--- src/rtl/issue_ctrl_if.sv ---
// Fetch-side, availability and issue-side signals of the instruction queue / issue scheduler.
// The slave modport is the issue_ctrl view; master is the surrounding pipeline.
interface issue_ctrl_if #(
    parameter int Q_WIDTH = 5
);
    logic               if_valid;
    logic [31:0]        if_instr;
    logic [31:0]        if_pc;
    logic               if_full;
    logic               rob_full;
    logic [Q_WIDTH-1:0] rob_free_tag;
    logic               rs_full;
    logic               slb_full;
    logic               issue_valid;
    logic [31:0]        issue_instr;
    logic [31:0]        issue_pc;
    logic [Q_WIDTH-1:0] issue_tag;
    logic               issue_to_rs;
    logic               issue_to_slb;

    modport slave (
        input  if_valid, if_instr, if_pc, rob_full, rob_free_tag, rs_full, slb_full,
        output if_full, issue_valid, issue_instr, issue_pc, issue_tag, issue_to_rs, issue_to_slb
    );

    modport master (
        output if_valid, if_instr, if_pc, rob_full, rob_free_tag, rs_full, slb_full,
        input  if_full, issue_valid, issue_instr, issue_pc, issue_tag, issue_to_rs, issue_to_slb
    );
endinterface

--- src/rtl/issue_ctrl.sv ---
// Instruction queue plus in-order issue scheduler: buffers {instr, pc}, routes the head to RS or SLB
// when the ROB and target have room, silently drops illegal opcodes, and flushes on mispredict.
module issue_ctrl #(
    parameter int IQ_ADDR_WIDTH = 4,
    parameter int Q_WIDTH       = 5
) (
    input  logic          clk_in,
    input  logic          rst_in,
    input  logic          rdy_in,
    input  logic          clear_in,
    issue_ctrl_if.slave   bus
);
    localparam int DEPTH = 1 << IQ_ADDR_WIDTH;
    localparam logic [IQ_ADDR_WIDTH:0] DEPTH_CNT = DEPTH[IQ_ADDR_WIDTH:0];

    logic [31:0]              mem_instr [DEPTH];
    logic [31:0]              mem_pc    [DEPTH];
    logic [IQ_ADDR_WIDTH-1:0] head;
    logic [IQ_ADDR_WIDTH-1:0] tail;
    logic [IQ_ADDR_WIDTH:0]   count;

    logic [31:0] head_instr;
    logic        to_slb;
    logic        to_rs;
    logic        can_issue;
    logic        drop_illegal;
    logic        push_en;
    logic        pop_en;

    assign head_instr = mem_instr[head];
    assign bus.if_full = (count == DEPTH_CNT);

    always_comb begin
        to_slb = 1'b0;
        to_rs  = 1'b0;
        case (head_instr[6:0])
            7'b0000011, 7'b0100011: to_slb = 1'b1;
            7'b0110111, 7'b0010111, 7'b1101111, 7'b1100111,
            7'b1100011, 7'b0010011, 7'b0110011: to_rs = 1'b1;
            default: ;
        endcase
    end

    // Illegal heads leave the queue regardless of ROB/RS/SLB backpressure.
    assign can_issue    = (count != '0) && !bus.rob_full &&
                          ((to_rs && !bus.rs_full) || (to_slb && !bus.slb_full));
    assign drop_illegal = (count != '0) && !to_rs && !to_slb;
    assign pop_en       = can_issue || drop_illegal;
    assign push_en      = bus.if_valid && (count != DEPTH_CNT);

    always_ff @(posedge clk_in) begin
        if (!rst_in && rdy_in && !clear_in && push_en) begin
            mem_instr[tail] <= bus.if_instr;
            mem_pc[tail]    <= bus.if_pc;
        end
    end

    always_ff @(posedge clk_in) begin
        if (rst_in) begin
            head             <= '0;
            tail             <= '0;
            count            <= '0;
            bus.issue_valid  <= 1'b0;
            bus.issue_instr  <= '0;
            bus.issue_pc     <= '0;
            bus.issue_tag    <= '0;
            bus.issue_to_rs  <= 1'b0;
            bus.issue_to_slb <= 1'b0;
        end else if (!rdy_in) begin
            bus.issue_valid <= 1'b0;
        end else if (clear_in) begin
            head            <= '0;
            tail            <= '0;
            count           <= '0;
            bus.issue_valid <= 1'b0;
        end else begin
            if (push_en) tail <= tail + 1'b1;
            if (pop_en)  head <= head + 1'b1;
            case ({push_en, pop_en})
                2'b10:   count <= count + 1'b1;
                2'b01:   count <= count - 1'b1;
                default: ;
            endcase
            bus.issue_valid <= can_issue;
            if (can_issue) begin
                bus.issue_instr  <= head_instr;
                bus.issue_pc     <= mem_pc[head];
                bus.issue_tag    <= bus.rob_free_tag;
                bus.issue_to_rs  <= to_rs;
                bus.issue_to_slb <= to_slb;
            end
        end
    end
endmodule

--- src/flat_wrapper.sv ---
// flat-port wrapper written by rule: the top's interface ports become plain ports
module issue_ctrl_flat 
#(
    parameter int IQ_ADDR_WIDTH = 4,
    parameter int Q_WIDTH       = 5
)
  (clk_in, rst_in, rdy_in, clear_in, bus_if_valid, bus_if_instr, bus_if_pc, bus_rob_full, bus_rob_free_tag, bus_rs_full, bus_slb_full, bus_if_full, bus_issue_valid, bus_issue_instr, bus_issue_pc, bus_issue_tag, bus_issue_to_rs, bus_issue_to_slb);
  issue_ctrl_if #(.Q_WIDTH(Q_WIDTH)) bus_i ();
  input  logic clk_in;
  input  logic rst_in;
  input  logic rdy_in;
  input  logic clear_in;
  input wire logic [$bits(bus_i.if_valid)-1:0] bus_if_valid;
  input wire logic [$bits(bus_i.if_instr)-1:0] bus_if_instr;
  input wire logic [$bits(bus_i.if_pc)-1:0] bus_if_pc;
  input wire logic [$bits(bus_i.rob_full)-1:0] bus_rob_full;
  input wire logic [$bits(bus_i.rob_free_tag)-1:0] bus_rob_free_tag;
  input wire logic [$bits(bus_i.rs_full)-1:0] bus_rs_full;
  input wire logic [$bits(bus_i.slb_full)-1:0] bus_slb_full;
  output wire logic [$bits(bus_i.if_full)-1:0] bus_if_full;
  output wire logic [$bits(bus_i.issue_valid)-1:0] bus_issue_valid;
  output wire logic [$bits(bus_i.issue_instr)-1:0] bus_issue_instr;
  output wire logic [$bits(bus_i.issue_pc)-1:0] bus_issue_pc;
  output wire logic [$bits(bus_i.issue_tag)-1:0] bus_issue_tag;
  output wire logic [$bits(bus_i.issue_to_rs)-1:0] bus_issue_to_rs;
  output wire logic [$bits(bus_i.issue_to_slb)-1:0] bus_issue_to_slb;
  assign bus_i.if_valid = bus_if_valid;
  assign bus_i.if_instr = bus_if_instr;
  assign bus_i.if_pc = bus_if_pc;
  assign bus_i.rob_full = bus_rob_full;
  assign bus_i.rob_free_tag = bus_rob_free_tag;
  assign bus_i.rs_full = bus_rs_full;
  assign bus_i.slb_full = bus_slb_full;
  assign bus_if_full = bus_i.if_full;
  assign bus_issue_valid = bus_i.issue_valid;
  assign bus_issue_instr = bus_i.issue_instr;
  assign bus_issue_pc = bus_i.issue_pc;
  assign bus_issue_tag = bus_i.issue_tag;
  assign bus_issue_to_rs = bus_i.issue_to_rs;
  assign bus_issue_to_slb = bus_i.issue_to_slb;
  issue_ctrl #(.IQ_ADDR_WIDTH(IQ_ADDR_WIDTH), .Q_WIDTH(Q_WIDTH)) u_core (.clk_in(clk_in), .rst_in(rst_in), .rdy_in(rdy_in), .clear_in(clear_in), .bus(bus_i));
endmodule
--- config.mk ---
export PLATFORM = sky130hd
export DESIGN_NAME = issue_ctrl_flat
export DESIGN_NICKNAME = d
export VERILOG_FILES = /design/src/rtl/issue_ctrl_if.sv /design/src/rtl/issue_ctrl.sv /design/src/flat_wrapper.sv
export SDC_FILE = /design/constraint.sdc
export NUM_CORES = 1
export LEC_CHECK = 0
export ABC_AREA = 0
export CORE_MARGIN = 2
export CORE_UTILIZATION = 50
export DETAILED_ROUTE_END_ITERATION = 16
export PLACE_DENSITY = 0.7
export SLEW_MARGIN = 5
export SYNTH_ARGS = -nofsm -noshare
export SYNTH_HDL_FRONTEND = slang
export SYNTH_SLANG_ARGS = --single-unit
--- constraint.sdc ---
create_clock -name clk_in -period 6.1 [get_ports clk_in]
set_input_delay 0.915 -clock clk_in [delete_from_list [all_inputs] [get_ports clk_in]]
set_output_delay 0.915 -clock clk_in [all_outputs]
set_load 0.005 [all_outputs]
# ---- After elaboration in Yosys (flattened, before gate mapping)
# Memory sizes are Yosys's and may differ from the RTL's. A register that Yosys moved wholly into a read port is not among the register bits.
# Index checks and enable logic that the tools add are counted.
dict set report totals {
  mem_bits_rw 1024
  n_memories 2
  input_bits 77
  wordCells 71
  register_bits 53
  out_inout_bits 73
}
dict set report classes {
  n_eq_ne 13
  n_addsub 4
  bitwise 2
  n_mux 12
  n_reduce_logical 30
}
# memory depth word_bits rd rd_clocked_by_memory_dff write_ports line
set memory_table {}
lappend memory_table {u_core.mem_instr 16 32 1 1 1 issue_ctrl.sv:16} ;# logic [31:0] mem_instr [DEPTH];
lappend memory_table {u_core.mem_pc 16 32 1 1 1 issue_ctrl.sv:17} ;# logic [31:0] mem_pc [DEPTH];
# op count
set ops {}
lappend ops {{4-bit 2-to-1 mux} 6}
lappend ops {{7-bit by 6-bit == test with 1-bit output, second input constant} 3}
lappend ops {{7-bit == test, second input constant} 3}
lappend ops {{7-bit by 5-bit == test with 1-bit output, second input constant} 2}
lappend ops {{1-bit logical AND} 10}
lappend ops {{5-bit case mux with 2 select lines} 1}
lappend ops {{4-bit by 1-bit adder with 4-bit output, second input constant} 2}
lappend ops {{7-bit by 2-bit == test with 1-bit output, second input constant} 1}
lappend ops {{1-bit logical NOT} 7}
lappend ops {{7-bit OR reduction} 1}
lappend ops {{2-bit AND reduction} 3}
lappend ops {{5-bit by 1-bit adder with 5-bit output, second input constant} 1}
lappend ops {{5-bit == test, second input constant} 1}
lappend ops {{5-bit 2-to-1 mux} 1}
lappend ops {{5-bit != test, second input constant} 1}
lappend ops {{5-bit nonzero test} 1}
lappend ops {{5-bit by 1-bit subtractor with 5-bit output, second input constant} 1}
lappend ops {{1-bit 2-to-1 mux} 4}
lappend ops {{2-bit nonzero test} 2}
lappend ops {{3-bit AND reduction} 1}
lappend ops {{3-bit nonzero test} 1}
lappend ops {{3-bit OR reduction} 1}
lappend ops {{2-bit by 1-bit == test with 1-bit output, second input constant} 1}
lappend ops {{2-bit == test, second input constant} 1}
lappend ops {{other kinds (3)} 5}

# ---- Logic depth before layout (Yosys ltp)
dict set report depth {
  word_depth 11
  ltp_mapped 19
  depth_no_buf 15
}

# ---- Worst setup path after synthesis
# OpenSTA, ideal clock, no wires.
dict set report synth_timing {
  path_kind {input to register}
  from {input clear_in}
  to {memory u_core.mem_instr[3][0], enable pin}
  stages 5
  t_arrival_ns 6.042
  required_time_ns 5.535
  n_path_buf 1
  slack_ns -0.506
  setup_time_ns 0.565
  cell_sequence {nand2b_1 > clkbuf_1 > nor3_1 > nand2_1 > nor3_1}
}
dict set report synth_via {
  elab_chain_len 5
}
# element line
set synth_lines {}
lappend synth_lines {{from (decl)} flat_wrapper.sv:12} ;# input logic clear_in;
lappend synth_lines {{1-bit logical NOT} issue_ctrl.sv:52} ;# if (!rst_in && rdy_in && !clear_in && push_en) begin
lappend synth_lines {{1-bit logical AND (2 in series)} issue_ctrl.sv:52}
lappend synth_lines {{1-bit 2-to-1 mux} issue_ctrl.sv:52}
lappend synth_lines {{1-bit 2-to-1 mux (not written as such)} issue_ctrl.sv:53} ;# mem_instr[tail] <= bus.if_instr;
lappend synth_lines {{to (decl)} issue_ctrl.sv:16}
# No other way between the ends.

==> summary.json <==
{
  "outcome": {
    "run_status": "finished clean"
  },
  "cts": {
    "cts_setup_buffers": 0,
    "cts.clk_slew.worst_paths_ns": 0.06,
    "tritoncts.num_buffers": 107,
    "cts.root.buffer_cell": "clkbuf_16",
    "cts_tree": "done",
    "ctsResizeCount": 0,
    "insertion_delay_ns": 0.67,
    "cts_max_level": 3,
    "clock_sinks": 1113,
    "cts-hold-fix-buffers": 0,
    "cts_buffer_depth": 3
  },
  "global_route": {
    "grt.overflow.total": 0,
    "pin_count_of_the_biggest_net_entering_global_routing": 72,
    "grt_first_pass_wirelength_mm": 137,
    "gr-usage-all-layers_pct": 21.5,
    "antenna_violations_before_repair": 3,
    "first_global_vias": 20800
  },
  "timing": {
    "max_clock_freq_mhz": 218,
    "timing.setup.tns_ns": 0,
    "final_hold_viol_count": 0,
    "fin_crit_ns": 4.60,
    "timing.final.max_slew_violations": 0,
    "min_period_over_period_pct": 75.3,
    "setup_violations": 0,
    "rsz0062_at_grt": "no",
    "max_slew.worst_pin.slew_ns": 1.22,
    "final.setup_skew_ns": 0.0288,
    "slew-limit-headroom_pct": 18.5
  },
  "finish": {
    "area_delta_synth_final_pct": 15.4,
    "drive_above_1_share_pct": 21.8,
    "final.fill_count": 5865,
    "layout.cells.non_filler": 3378,
    "post_layout_util_pct": 58.1,
    "cell_area_after_layout_um2": 48500,
    "nNetsFinal": 2289
  },
  "critical_path": {
    "cpLargestDelayFamily": "simple AND/OR/NAND/NOR gates",
    "worst_path_most_repeated_cell": "and3_1",
    "crit_path_top_delay_cell": "dfxtp_4",
    "critical_path_max_stage_delay_ns": 0.89,
    "crit_type": "flop to flop",
    "critical_path_required_ns": 6.69,
    "critical_path.cell_chain": "mux4_2 > a22oi_1 > and3_1 > nand4_1 > o32a_1 > a31o_2 > nand2b_1 > inv_1 > ha_1 > nor2b_1 > o21ai_0 > and3_1 > mux2i_1 > or3_1 > a31oi_1",
    "crit_fanout": 44,
    "cp-end-kind": "flop",
    "start_kind": "flop",
    "critPathBufInv": 1,
    "cp_data_arrival_time_ns": 5.18
  },
  "synth": {
    "number_of_register_bits_inferred_by_synthesis": 1113,
    "ys_seq_area_share_pct": 77.4,
    "post_synth_num_cell_types": 51,
    "netlist_top_cells_count": "1,024 x edfxtp_1, 260 x mux4_2, 141 x nand2_1, 89 x dfxtp_1, 79 x a21oi_1",
    "yosysMostFrequentCell": "edfxtp_1",
    "netlist_instances": 2015,
    "yosysTopAreaCell": "edfxtp_1",
    "avgSynthCellArea_um2": 20.9,
    "synth_enable_flop_cells": 1024,
    "syn-cell-area_um2": 42000,
    "synthesis.yosys.warnings": 0,
    "leading_cell_types_by_total_area_after_synthesis": "edfxtp_1 73%, mux4_2 14%, dfxtp_1 4.2%",
    "synth_ff_type": "edfxtp_1",
    "net_count_synth": 2101,
    "post-synth-top-area-fraction_pct": 73.2,
    "ys_async_sr_fraction_pct": 0
  },
  "floorplanning": {
    "core_region_area_um2": 83400,
    "floorplan.initialDensity_pct": 50.4,
    "dieArea_um2": 86400,
    "floorplan.die.width_um": 294,
    "num_io_pins": 150,
    "placementRows": 106,
    "die_height_um": 294
  },
  "drt": {
    "route.vias.total": 20600,
    "post_route_antenna_net_violation_count": 0,
    "first_iter_violations": 2257,
    "detail_route.wirelength_mm": 91.7,
    "detail_route.wl_per_cell_um": 27.2,
    "post-route-drc-count": 0,
    "vias_per_cell": 6.09,
    "dr.pass1.iters": 5
  },
  "power_and_ir_drop": {
    "post-layout-total-power_uw": 15300,
    "ir_drop_worst_case_vdd_mv": 0.283,
    "leakagePower_uw": 0.0145,
    "power.density_cell_area_nw_per_um2": 315
  },
  "placed_design": {
    "port_buffer_count": 149,
    "dp_hpwl_mm": 50.4,
    "gp_congestion": 0.813,
    "placed_cells_incl_taps": 3174,
    "place_area_um2": 45000
  },
  "flow_run": {
    "timing.max_cap.violations": 0
  },
  "worst_hold_path": {
    "min_path_type": "flop to flop"
  }
}
## worst register-to-register path, stage by stage (launching register included)
cell and delay, ns:
dfxtp_4 0.89, mux4_2 0.60, a22oi_1 0.20, and3_1 0.28, nand4_1 0.16, o32a_1 0.33
a31o_2 0.34, nand2b_1 0.22, inv_1 0.13, ha_1 0.28, nor2b_1 0.14, o21ai_0 0.19
and3_1 0.19, mux2i_1 0.08, or3_1 0.31, a31oi_1 0.17
## logic make-up after synthesis
kind of cell	after synthesis	share of synthesized area, %
AOI/OAI and AO/OA	186	2.79
DFF	1113	77.4
muxes	331	15.7
buffers and inverters	125	1.23
adders and majority gates	9	0.286
xor gates and xnor gates	3	0.0625
and+or+nand+nor	248	2.56
## layer usage
| metal | up-vias | wire length [um] | global-route usage, % |
|---|---|---|---|
| met5 | - | 13 | 0 |
| met4 | 2 | 1960 | 6.05 |
| met3 | 126 | 6850 | 3.64 |
| met2 | 856 | 44400 | 34.1 |
| met1 | 10900 | 38500 | 31.3 |
| li1 | 8690 | - | - |
## power by group
part           switching [uW]  internal [uW]
clock                    2750           3790
combinational             210            160
sequential               18.1           8330
## per-stage QoR
stage / hold WS [ns] / setup WS, ns
floorplan: 0.448 / 1.21
global placement: 0.441 / 1.52
detailed placement: 0.448 / 1.48
CTS: 0.456 / 1.47
global route: 0.480 / 1.14
finish: 0.452 / 1.50
## sequential cells by signal (all words and copies together), names as in the netlist, named ones only
register                 count
u_core.bus.issue_to_slb      1
u_core.bus.issue_instr      32
u_core.bus.issue_valid       1
u_core.count                 5
u_core.mem_pc              512
u_core.bus.issue_to_rs       1
u_core.bus.issue_tag         5
u_core.bus.issue_pc         32
u_core.tail                  4
u_core.mem_instr           512
u_core.head                  4
## worst paths after layout
| kind | endpoint | cells after the start | slack (ns) | start |
|---|---|---|---|---|
| max | u_core.count[4] | 15 | 1.50 | flop |
| min | u_core.bus.issue_tag[4] | 2 | 0.45 | u_core.bus.issue_tag[4] |
| max reg2reg | u_core.count[4] | 15 | 1.50 | flop |
| min reg2reg | u_core.bus.issue_tag[4] | 2 | 0.45 | u_core.bus.issue_tag[4] |
## layout by cell type (no fill, tap or decap), drive strengths merged, types with 3 or more instances in the layout
master and instances:
a311oi 17, a221oi 17, bufinv 11, nand3b 3
dfxtp 89, ha 8, and2 3, inv 18
nand4 7, and4 3, o21ai 34, buf 42
nor3 11, or3 4, nor2 48, clkbuf 137
a32o 4, xnor2 3, nor4 4, nand2 141
a22oi 20, clkdlybuf4s50 148, mux2i 59, clkinvlp 3
edfxtp 1024, a21oi 79, clkinv 48, mux4 260
nand3 8, nor2b 5, mux2 12, nand2b 7
## area by class of cell
| cell class | instances | area, um2 | area share [%] |
|---|---|---|---|
| repair buffers | 190 | 1920 | 3.96 |
| inverters | 14 | 52.6 | 0.108 |
| multi-input cells | 777 | 9120 | 18.8 |
| flip-flops and latches | 1113 | 32600 | 67.1 |
| well taps | 1080 | 1350 | 2.79 |
| clock buffers | 137 | 2860 | 5.90 |
| diodes | 1 | 2.50 | 0.00516 |
| clock inverters | 66 | 627 | 1.29 |
(Power assumes the default switching activity.)
